**config.mk**
```make
export PLATFORM = sky130hd
export DESIGN_NAME = regfile_wport_arb
export DESIGN_NICKNAME = d
export VERILOG_FILES = /design/src/rtl/rfarb_pkg.sv /design/src/rtl/rfarb_fifo.sv /design/src/rtl/regfile_wport_arb.sv
export SDC_FILE = /design/constraint.sdc
export NUM_CORES = 1
export LEC_CHECK = 0
export ABC_AREA = 1
export BUFFER_PORTS_ARGS = -buffer_cell sky130_fd_sc_hd__buf_2
export CORE_MARGIN = 2
export CORE_UTILIZATION = 30
export CTS_CLUSTER_DIAMETER = 80
export DETAILED_ROUTE_END_ITERATION = 16
export PLACE_DENSITY = 0.56
export SYNTH_ARGS = -nofsm -noshare
export SYNTH_HDL_FRONTEND = slang
export SYNTH_SLANG_ARGS = --single-unit
```
**constraint.sdc**
```tcl
create_clock -name clk -period 2.8 [get_ports clk]
set_clock_uncertainty 0.1 [all_clocks]
set_input_delay 0.14 -clock clk [delete_from_list [all_inputs] [get_ports clk]]
set_output_delay 0.14 -clock clk [all_outputs]
set_load 0.1 [all_outputs]
```
**src/rtl/rfarb_pkg.sv**
```systemverilog
// Shared types and constants for the register-file write-port arbiter.
// The optional RFARB_STALL_CNT_EN build adds a stall-cycle counter to regfile_wport_arb.
package rfarb_pkg;

    localparam int DATA_W = 24;
    localparam int ADDR_W = 4;

    typedef enum logic [1:0] {
        GNT_NONE = 2'd0,
        GNT_WB   = 2'd1,
        GNT_AUX  = 2'd2
    } grant_e;

    typedef struct packed {
        logic [ADDR_W-1:0] addr;
        logic [DATA_W-1:0] data;
    } wr_req_t;

endpackage

```
**src/rtl/rfarb_fifo.sv**
```systemverilog
// Small synchronous FIFO buffering auxiliary register writes.
// DEPTH must be a power of two so the pointers wrap on their own.
module rfarb_fifo #(
    parameter int WIDTH = 28,
    parameter int DEPTH = 2,
    localparam int PTR_W = $clog2(DEPTH),
    localparam int CNT_W = PTR_W + 1
) (
    input  logic             clk,
    input  logic             rst,
    input  logic             push,
    input  logic [WIDTH-1:0] push_data,
    input  logic             pop,
    output logic [WIDTH-1:0] pop_data,
    output logic             full,
    output logic             empty,
    output logic [CNT_W-1:0] count
);

    logic [WIDTH-1:0] mem [DEPTH];
    logic [PTR_W-1:0] wr_ptr;
    logic [PTR_W-1:0] rd_ptr;
    logic             do_push;
    logic             do_pop;

    assign full     = (count == CNT_W'(DEPTH));
    assign empty    = (count == '0);
    assign do_push  = push && !full;
    assign do_pop   = pop && !empty;
    assign pop_data = mem[rd_ptr];

    always_ff @(posedge clk) begin
        if (do_push) begin
            mem[wr_ptr] <= push_data;
        end
    end

    // Pointers and occupancy; a push and pop together leave the count unchanged.
    always_ff @(posedge clk) begin
        if (rst) begin
            wr_ptr <= '0;
            rd_ptr <= '0;
            count  <= '0;
        end else begin
            if (do_push) begin
                wr_ptr <= wr_ptr + 1'b1;
            end
            if (do_pop) begin
                rd_ptr <= rd_ptr + 1'b1;
            end
            case ({do_push, do_pop})
                2'b10:   count <= count + 1'b1;
                2'b01:   count <= count - 1'b1;
                default: count <= count;
            endcase
        end
    end

endmodule

```
**src/rtl/regfile_wport_arb.sv**
```systemverilog
// Arbitrates the register-file write port between pipeline writeback and a buffered auxiliary path.
// Define RFARB_STALL_CNT_EN to add the stall_cycles_out counter.
module regfile_wport_arb
    import rfarb_pkg::*;
#(
    parameter int DATA_W     = rfarb_pkg::DATA_W,
    parameter int ADDR_W     = rfarb_pkg::ADDR_W,
    parameter int FIFO_DEPTH = 2,
    parameter int STARVE_MAX = 4
) (
    input  logic                         clk,
    input  logic                         rst,
    input  logic                         wb_valid_in,
    input  logic [ADDR_W-1:0]            wb_waddr_in,
    input  logic [DATA_W-1:0]            wb_wdata_in,
    output logic                         wb_stall_out,
    input  logic                         aux_valid_in,
    output logic                         aux_ready_out,
    input  logic [ADDR_W-1:0]            aux_waddr_in,
    input  logic [DATA_W-1:0]            aux_wdata_in,
    output logic                         rf_we_out,
    output logic [ADDR_W-1:0]            rf_waddr_out,
    output logic [DATA_W-1:0]            rf_wdata_out,
    output logic [$clog2(FIFO_DEPTH):0]  aux_count_out
`ifdef RFARB_STALL_CNT_EN
    ,
    output logic [15:0]                  stall_cycles_out
`endif
);

    localparam int ENTRY_W = ADDR_W + DATA_W;
    localparam int STARVE_W = $clog2(STARVE_MAX + 1);

    logic [ENTRY_W-1:0]  head;
    logic                fifo_full;
    logic                fifo_empty;
    logic                force_aux;
    logic [STARVE_W-1:0] starve;
    grant_e              grant;

    rfarb_fifo #(
        .WIDTH (ENTRY_W),
        .DEPTH (FIFO_DEPTH)
    ) u_fifo (
        .clk       (clk),
        .rst       (rst),
        .push      (aux_valid_in && aux_ready_out),
        .push_data ({aux_waddr_in, aux_wdata_in}),
        .pop       (grant == GNT_AUX),
        .pop_data  (head),
        .full      (fifo_full),
        .empty     (fifo_empty),
        .count     (aux_count_out)
    );

    assign aux_ready_out = !fifo_full;
    assign force_aux     = !fifo_empty && (starve == STARVE_W'(STARVE_MAX));
    assign wb_stall_out  = force_aux;

    // Pipeline wins unless the auxiliary queue has been starved long enough.
    always_comb begin
        grant = GNT_NONE;
        if (!fifo_empty && (force_aux || !wb_valid_in)) begin
            grant = GNT_AUX;
        end else if (wb_valid_in) begin
            grant = GNT_WB;
        end
    end

    always_ff @(posedge clk) begin
        if (rst) begin
            rf_we_out    <= 1'b0;
            rf_waddr_out <= '0;
            rf_wdata_out <= '0;
        end else begin
            rf_we_out <= (grant != GNT_NONE);
            case (grant)
                GNT_WB: begin
                    rf_waddr_out <= wb_waddr_in;
                    rf_wdata_out <= wb_wdata_in;
                end
                GNT_AUX: begin
                    rf_waddr_out <= head[ENTRY_W-1:DATA_W];
                    rf_wdata_out <= head[DATA_W-1:0];
                end
                default: ;
            endcase
        end
    end

    // Counts consecutive lost cycles of a non-empty queue, saturating at the force threshold.
    always_ff @(posedge clk) begin
        if (rst) begin
            starve <= '0;
        end else if (fifo_empty || grant == GNT_AUX) begin
            starve <= '0;
        end else if (grant == GNT_WB && starve != STARVE_W'(STARVE_MAX)) begin
            starve <= starve + 1'b1;
        end
    end

`ifdef RFARB_STALL_CNT_EN
    always_ff @(posedge clk) begin
        if (rst) begin
            stall_cycles_out <= '0;
        end else if (wb_stall_out && stall_cycles_out != 16'hFFFF) begin
            stall_cycles_out <= stall_cycles_out + 1'b1;
        end
    end
`endif

endmodule

```
==> results of run 1 <==
-- power by group --
part	switching, W	total, W	internal, W
Combinational	0.00139	0.00173	0.000340
Sequential	0.0000976	0.00178	0.00168
Clock	0.000501	0.00122	0.000720
Total	0.00199	0.00473	0.00274
-- cell usage after synthesis (all sizes together) --
| cell | count | area, sq um |
|---|---|---|
| a21oi | 5 | 36.3 |
| a31oi | 1 | 6.26 |
| buf | 16 | 138 |
| clkbuf | 2 | 7.51 |
| dfxtp | 37 | 741 |
| edfxtp | 56 | 1680 |
| ha | 3 | 37.5 |
| inv | 43 | 161 |
| nand2 | 149 | 572 |
| nand3 | 32 | 175 |
| nand4 | 26 | 163 |
| nor2 | 9 | 57.6 |
| nor3 | 1 | 5.00 |
| o21ai | 5 | 25.0 |
| or2 | 1 | 6.26 |
| xnor2 | 1 | 8.76 |
-- final cells by class --
cell class / instances / share of cell area
clock buffer: 13 / 0.0487
sequential: 93 / 0.472
tap: 172 / 0.0419
inverter: 43 / 0.0314
timing repair buffer: 141 / 0.182
clock inverter: 3 / 0.00852
multi-input combinational: 233 / 0.216
-- path summary, 6_finish.rpt --
path / slack [ns] / startpoint / endpoint / depth (start not counted)
max: 0.92 / u_fifo.count[0] / u_fifo.mem[1][16] / 5
min: 0.01 / wb_wdata_in[16] / rf_wdata_out[16] / 5
max reg2reg: 0.92 / u_fifo.count[0] / u_fifo.mem[1][16] / 5
min reg2reg: 0.35 / rf_wdata_out[21] / rf_wdata_out[21] / 2
-- flip-flops by register name, summed over array words and instances (netlist names), named ones only --
register	cells
u_fifo.mem	56
rf_wdata_out	24
rf_waddr_out	4
starve	3
u_fifo.count	2
rf_we_out	1
u_fifo.rd_ptr	1
u_fifo.wr_ptr	1
-- metrics by stage --
step / cell area, sq um / hold slack, ns / utilization / cells / power [W]
2_1_floorplan: 3840 / 0.119 / - / 387 / 0.00320
3_3_place_gp: 4420 / 0.231 / 0.353 / 639 / 0.00349
3_5_place_dp: 4420 / 0.235 / 0.353 / 639 / 0.00351
4_1_cts: 5140 / 0.000715 / 0.411 / 698 / 0.00479
5_1_grt: 5140 / 0.0171 / 0.411 / 698 / 0.00496
6_report: 5140 / 0.0106 / 0.411 / 698 / 0.00473
-- routing by layer --
| metal | track usage | up-vias | routed length (microns) |
|---|---|---|---|
| li1 | - | 1540 | - |
| met1 | 0.173 | 1425 | 4090 |
| met2 | 0.240 | 70 | 4760 |
| met3 | 0.0366 | 10 | 363 |
| met4 | 0.0510 | 0 | 128 |
| met5 | 0 | - | 0 |
-- timing repair --
action	in CTS	in global routing
endpoints found under the hold margin	71	0
hold buffers	43	0
gates resized for setup	0	0
-- critical path, stage by stage (launching register included) --
cell     delay (ns)
dfxtp_2        0.38
inv_2          0.07
nand2_2        0.08
nand2_1        0.15
nor2_4         0.48
buf_4          0.32
-- kinds of logic (layout without fill, tap and decap cells) --
group	count (synthesis)	after routing	share of synthesized area
and+or+nand+nor	218	218	0.256
DFF	93	93	0.634
buffers and inverters	61	200	0.0802
AOI/OAI and AO/OA	11	11	0.0177
adders and majority gates	3	3	0.00982
xor gates and xnor gates	1	1	0.00229
==> run_results.csv, run 1 <==
group,metric,value,unit
pwr,powerDensity,920,mW/mm^2
setup_path,crit_required,2.73,ns
setup_path,arrival,1.82,ns
cts,cts_setup_buffers,0,
cts,cts.sinks,93,
timing,fmax,531,MHz
cts,cts_buffers,9,
final_layout,antenna_cells,0,
floorplan,core-area,0.0125,sq mm
floorplan,die_y,117,microns
cts,clk_pin_slew,0.07,ns
global_route,grtUsageTotal,0.141,
route,avgViaCountPerCell,4.36,
setup_path,crit_type,"register to register",
final_layout,layout_commonest_cell,"nand2_1",
pwr,irDropWorstVdd,0.411,mV
timing,relSlewSlack,0.470,
route,antenna_left,0,
global_route,grt_max_degree,33,
setup_path,critPathCaptureType,"register",
final_layout,fin_nets,584,
floorplan,fp.dieW,117,microns
timing,period_needed,1.88,ns
logic_synthesis,avgSynthCellArea,9.87,sq um
cts,clockBufferDepth,2,
timing,setup_violations,0,
logic_synthesis,synth_area,0.00382,sq mm
logic_synthesis,ys_seq_elements,93,
global_route,grt_first_pass_wirelength,14400,microns
route,vias,3045,
route,drc,0,
placement,place_worst_setup_slack,0.864,ns
timing,max_slew.worst_pin.slew,0.794,ns
floorplan,die-area,0.0137,sq mm
final_layout,layout-drive-gt1-share,0.245,
cts,clk-insertion-delay-late,0.34,ns
final_layout,area_delta_synth_final,34.5,%
final_layout,fill_cells,1285,
setup_path,worstSetupStartpointType,"register",
logic_synthesis,netlist_instances,387,
min_path,min_path_type,"primary input to register",
timing,hold_viol_final,0,
cts,root_buffer,"clkbuf_16",
final_layout,seqCellArea,0.00242,sq mm
route,drtIter0Drc,159,
timing,rsz0062_at_grt,"no",
floorplan,start_util,0.305,
timing,setup_tns,0,ns
logic_synthesis,ys_seq_area_frac,0.634,
final_layout,multi_input_area,0.00111,sq mm
cts,cts_max_level,3,
route,wire_per_inst,13.4,microns
logic_synthesis,yosysWarnings,0,
floorplan,io_pins,93,
logic_synthesis,synth.distinct_cells,25,
timing,fin_crit_sh,0.673,
cts,cts_tree,"built",
run_status,outcome,"finished, final reports clean",
placement,hpwl,5810,microns
timing,worst_slack,0.915,ns
timing,slew_violations,0,
placement,io_buffers,92,
global_route,grt_overflow,0,
final_layout,layout_common_cells,"145 x nand2_1, 92 x buf_2, 56 x edfxtp_1",
route,drt_wl_total,9350,microns
setup_path,path_max_fanout,18,
global_route,grt_pass1_vias,2881,
placement,gp_congestion,0.722,
global_route,antenna_found_initial,0,
floorplan,placementRows,41,
pwr,p_leak,2.37,nW
route,dr.pass1.iters,4,
flow_run,maxCapViolCount,0,
logic_synthesis,syn_nets,450,
No activity file was read; power rests on OpenSTA's default activity.
==> run 2: changes to the inputs <==
==> constraint.sdc (replaced) <==
create_clock -name clk -period 1.8 [get_ports clk]
set_clock_uncertainty 0.1 [all_clocks]
set_input_delay 0.09 -clock clk [delete_from_list [all_inputs] [get_ports clk]]
set_output_delay 0.09 -clock clk [all_outputs]
set_load 0.1 [all_outputs]
==> run 2 against run 1 <==
  * Final area grew 4.2%
  * Sequential share of layout area shrank 1.7 points
  * Setup slack lost 0.75 ns
  * Combinational power grew 60%
  * Maximum frequency grew 16%
  * Core utilization grew 1.7 points
  * Critical endpoint is now u_fifo.count[1]
  * Largest power group unchanged
==> run_results.csv, run 2 (synthesis results as in run 1) <==
group,metric,value,unit
timing,setup_violations,0,
global_route,grt_max_degree,33,
floorplan,die-area,0.0137,sq mm
final_layout,fill_cells,1280,
pwr,p_leak,2.45,nW
global_route,grt_use_met1,0.169,
final_layout,fin_nets,600,
final_layout,antenna_cells,0,
setup_path,timing.rr.start,"starve[0]",
setup_path,setup.worst_path.end,"u_fifo.count[1]",
timing,slew_violations,0,
timing,fin_crit_sh,0.906,
placement,dp_cells,641,
floorplan,die_y,117,microns
cts,cts.sinks,93,
route,vias,3066,
final_layout,layout-drive-gt1-share,0.260,
placement,gp_congestion,0.703,
setup_path,worstSetupStartpointType,"register",
cts,clk-insertion-delay-late,0.33,ns
global_route,top_usage_layer,"met2",
setup_path,reg2reg_slack,0.17,ns
global_route,grtUsageMet2,0.245,
floorplan,start_util,0.305,
route,drtIter0Drc,126,
global_route,grt_overflow,0,
floorplan,fp.dieW,117,microns
global_route,grt_use_met3,0.0304,
setup_path,arrival,1.76,ns
cts,cts_max_level,3,
route,avgViaCountPerCell,4.29,
final_layout,largest-register,"u_fifo.mem",
setup_path,crit_required,1.93,ns
timing,fmax,613,MHz
cts,clk_pin_slew,0.07,ns
floorplan,placementRows,41,
route,antenna_left,0,
placement,hpwl,5550,microns
pwr,power,0.00742,W
route,dr.pass1.iters,4,
global_route,grt_pass1_vias,2924,
run_status,outcome,"finished, final reports clean",
pwr,powerDensity,1390,mW/mm^2
cts,root_buffer,"clkbuf_16",
setup_path,path_max_fanout,2,
cts,cts_tree,"built",
timing,hold_viol_final,0,
setup_path,r2r-end,"u_fifo.count[1]",
route,drt_wl_total,9240,microns
floorplan,io_pins,93,
pwr,irDropWorstVdd,0.596,mV
final_layout,area_delta_synth_final,40.1,%
global_route,grtUsageTotal,0.140,
min_path,min_path_type,"primary input to register",
timing,period_needed,1.63,ns
flow_run,maxCapViolCount,0,
setup_path,crit_type,"register to register",
setup_path,crit_start,"starve[0]",
final_layout,layout.cells.non_filler,714,
setup_path,critPathCaptureType,"register",
timing,rsz0062_at_grt,"no",
placement,io_buffers,92,
floorplan,core-area,0.0125,sq mm
final_layout,largest_registers,"u_fifo.mem (56), rf_wdata_out (24), rf_waddr_out (4)",
cts,clockBufferDepth,2,
route,wire_per_inst,12.9,microns
global_route,grt_first_pass_wirelength,14300,microns
setup_path,reg2reg_depth,10,
route,drc,0,
final_layout,largest_register_ff_count,56,
final_layout,layout_commonest_cell,"nand2_1",
final_layout,layout_common_cells,"142 x nand2_1, 92 x buf_2, 56 x dlygate4sd3_1, 56 x edfxtp_1, 40 x inv_1",
timing,max_slew.worst_pin.slew,0.828,ns
timing,relSlewSlack,0.447,
cts,cts_buffers,9,
global_route,antenna_found_initial,0,
-- run 2: cell type report --
class | instances | area [sq um] | area share
multi-input cells | 233 | 1150 | 0.215
inverters | 43 | 164 | 0.0306
clock inverters | 4 | 27.5 | 0.00514
repair buffers | 157 | 1090 | 0.203
clock buffers | 12 | 278 | 0.0519
well taps | 172 | 215 | 0.0402
flip-flops and latches | 93 | 2430 | 0.454
-- run 2: metrics by stage --
step | util | TNS [ns] | area (sq um) | setup WS, ns | hold slack (ns)
3_5_place_dp | 0.357 | 0 | 4470 | 0.0660 | 0.183
3_3_place_gp | 0.357 | 0 | 4470 | 0.108 | 0.180
2_1_floorplan | - | -4.10 | 3890 | -0.0895 | 0.0693
4_1_cts | 0.426 | 0 | 5340 | 0.0536 | 0.0000715
6_report | 0.428 | 0 | 5360 | 0.168 | 0.00889
5_1_grt | 0.428 | 0 | 5360 | 0.0243 | 0.0352
-- run 2: timing repair --
item / in CTS / in global routing
hold buffers: 56 / 0
setup endpoints to repair: 0 / 25
resized for setup: 0 / 5
endpoints found under the hold margin: 84 / 0
setup buffers: 0 / 1
-- run 2: how the worst min path moves through the flow --
stage	startpoint	endpoint	slack [ns]	cells after the start
floorplan	rst	u_fifo.wr_ptr	0.07	1
global placement	aux_wdata_in[19]	u_fifo.mem[0][19]	0.18	1
detailed placement	aux_wdata_in[2]	u_fifo.mem[0][2]	0.18	1
CTS	wb_wdata_in[6]	rf_wdata_out[6]	0.00007	5
global route	wb_wdata_in[6]	rf_wdata_out[6]	0.04	5
finish	wb_wdata_in[6]	rf_wdata_out[6]	0.009	5
-- run 2: metal layers --
| metal | part of all wire | wire length (microns) |
|---|---|---|
| met4 | 0.012 | 111 |
| met1 | 0.44 | 4090 |
| met2 | 0.50 | 4630 |
| met3 | 0.045 | 412 |
| met5 | 0 | 0 |
-- run 2: power by group --
group / total [W] / internal [W] / switching, W
clock network: 0.00187 / 0.00110 / 0.000778
logic: 0.00277 / 0.000586 / 0.00219
registers: 0.00278 / 0.00262 / 0.000155
total: 0.00742 / 0.00430 / 0.00312
-- run 2: worst max-delay path: stages (launching register included) --
cell     delay, ns
dfxtp_2       0.32
inv_1         0.04
ha_1          0.19
nand2_2       0.08
nand2_2       0.06
nand2_2       0.06
inv_1         0.04
ha_1          0.19
or2_4         0.23
a31oi_1       0.17
nor2_1        0.05
==> run 3: changes to the inputs <==
--- a/config.mk
+++ b/config.mk
@@ -7,11 +7,13 @@
 export LEC_CHECK = 0
 export ABC_AREA = 1
 export BUFFER_PORTS_ARGS = -buffer_cell sky130_fd_sc_hd__buf_2
+export CORE_ASPECT_RATIO = 1.4
 export CORE_MARGIN = 2
 export CORE_UTILIZATION = 30
 export CTS_CLUSTER_DIAMETER = 80
 export DETAILED_ROUTE_END_ITERATION = 16
 export PLACE_DENSITY = 0.56
+export RECOVER_POWER = 100
 export SYNTH_ARGS = -nofsm -noshare
 export SYNTH_HDL_FRONTEND = slang
 export SYNTH_SLANG_ARGS = --single-unit
==> run 3 against run 2 <==
  * The run now ends with hold timing left
  * Non-clock buffer count is the same
  * Total power grew 1.3%
  * Core utilization shrank 0.15 points
  * Global-route usage grew 0.31 points
  * Clock-buffer cell count shrank 1
  * Clock power grew 8%
  * Maximum frequency shrank 4.2%
  * Hold slack lost 0.040 ns
  * Sequential power is essentially flat
  * Via count grew 0.33%
  * Final cell count shrank 3.1%
  * Setup slack lost 0.071 ns
  * Largest power group unchanged
==> run_results.csv, run 3 (synthesis results as in run 1) <==
group,metric,value,unit
pwr,swShare,0.408,
flow_run,maxCapViolCount,0,
route,vias,3076,
route,drc,0,
route,drtIter0Drc,101,
timing,max_slew.worst_pin.slew,0.827,ns
floorplan,core-area,0.0124,sq mm
floorplan,start_util,0.309,
pwr,power_frac_seq,0.369,
final_layout,layout_common_cells,"144 x nand2_1, 57 x dlygate4sd3_1, 56 x edfxtp_1",
run_status,violations,"hold timing",
final_layout,antenna_cells,0,
floorplan,placementRows,48,
final_layout,largest-register,"u_fifo.mem",
route,avgViaCountPerCell,4.45,
route,drt_wl_total,9300,microns
timing,fin_crit_sh,0.946,
cts,clockBufferDepth,2,
final_layout,fin_nets,600,
floorplan,fp.dieW,99.4,microns
timing,slew_violations,0,
timing,fmax,587,MHz
placement,gp_congestion,0.725,
route,wire_per_inst,13.4,microns
cts,clk_pin_slew,0.06,ns
cts,clk-insertion-delay-late,0.34,ns
global_route,grt_overflow,0,
final_layout,largest_register_ff_count,56,
route,dr.pass1.iters,4,
global_route,grt_pass1_vias,3015,
cts,cts_buffers,9,
cts,cts.sinks,93,
timing,relSlewSlack,0.448,
timing,period_needed,1.70,ns
final_layout,layout_commonest_cell,"nand2_1",
global_route,antenna_found_initial,0,
final_layout,largest_registers,"u_fifo.mem (56), rf_wdata_out (24), rf_waddr_out (4)",
pwr,p_leak,2.38,nW
setup_path,crit_type,"register to output pin",
final_layout,fill_cells,1205,
cts,root_buffer,"clkbuf_16",
cts,cts_tree,"built",
floorplan,die_y,138,microns
timing,rsz0062_at_grt,"no",
final_layout,multi_input_area,0.00111,sq mm
final_layout,layout.cells.non_filler,692,
pwr,powerDensity,1430,mW/mm^2
cts,cts_setup_buffers,0,
setup_path,worstSetupStartpointType,"register",
timing,setup_violations,0,
run_status,outcome,"complete, but fails checks",
setup_path,path_max_fanout,3,
floorplan,io_pins,93,
final_layout,final_core_util,0.426,
min_path,min_path_type,"primary input to register",
pwr,pwr-share-clk,0.269,
global_route,grt_max_degree,33,
final_layout,layout-drive-gt1-share,0.201,
final_layout,seqCellArea,0.00243,sq mm
pwr,p_switching,0.00307,W
pwr,irDropWorstVdd,0.518,mV
setup_path,crit_required,1.61,ns
final_layout,area_delta_synth_final,38.0,%
route,antenna_left,0,
floorplan,die-area,0.0137,sq mm
placement,hpwl,5760,microns
placement,io_buffers,92,
pwr,p_int,0.00445,W
pwr,combinationalPowerShare,0.362,
global_route,grt_first_pass_wirelength,14900,microns
timing,hold_viol_final,1,
cts,cts_max_level,3,
setup_path,critPathCaptureType,"output pin",
placement,dp_cells,619,
global_route,grtUsageTotal,0.143,
timing,holdWs,-0.0315,ns
setup_path,arrival,1.51,ns
-- run 3: metal layers --
layer  up-vias  track usage  share of wire
met5         -            0              0
li1       1570            -              -
met1      1416        0.160           0.40
met4         0       0.0860          0.034
met2        70        0.252           0.53
met3        20       0.0244          0.036
-- run 3: power by group through the flow --
stage | logic (W) | registers, W | clock network [W]
finish | 0.00272 | 0.00278 | 0.00202
global route | 0.00292 | 0.00281 | 0.00219
CTS | 0.00280 | 0.00278 | 0.00209
detailed placement | 0.00270 | 0.00282 | 0
global placement | 0.00267 | 0.00281 | 0
floorplan | 0.000995 | 0.00404 | 0
-- run 3: area by class of cell --
| type | instances | area share |
|---|---|---|
| sequential | 93 | 0.461 |
| multi-input combinational | 233 | 0.211 |
| timing repair buffer | 157 | 0.200 |
| clock buffer | 11 | 0.0479 |
| tap | 150 | 0.0356 |
| inverter | 43 | 0.0306 |
| clock inverter | 5 | 0.0138 |
-- run 3: worst paths after layout --
kind / cells past startpoint / startpoint / endpoint / slack (ns)
setup / recovery: 5 / starve[0] / wb_stall_out / 0.1
hold / removal: 3 / aux_valid_in / u_fifo.wr_ptr / -0.03
setup reg to reg: 5 / u_fifo.count[0] / u_fifo.mem[1][11] / 0.13
hold reg to reg: 1 / starve[0] / starve[0] / 0.31
-- run 3: critical path, cell delays in order, from the launching register on --
cell and delay, ns:
dfxtp_2 0.32, inv_1 0.05, ha_1 0.15, nand2_2 0.06
nor2_2 0.12, clkbuf_2 0.46
-- run 3: per-stage QoR --
step	setup TNS, ns	worst slack, ns	hold WS, ns	power, W	instance area [sq um]
5_1_grt	0	0.0124	-0.0364	0.00791	5280
4_1_cts	0	0.0280	0.0205	0.00767	5350
2_1_floorplan	-4.10	-0.0895	0.0693	0.00503	3890
3_3_place_gp	0	0.106	0.180	0.00548	4460
3_5_place_dp	0	0.0443	0.182	0.00552	4460
6_report	0	0.0970	-0.0315	0.00752	5280
-- run 3: timing repair --
action / in CTS / in global routing
hold buffers: 57 / 0
gates resized for setup: 0 / 4
setup endpoints to repair: 0 / 6
endpoints found under the hold margin: 85 / 0
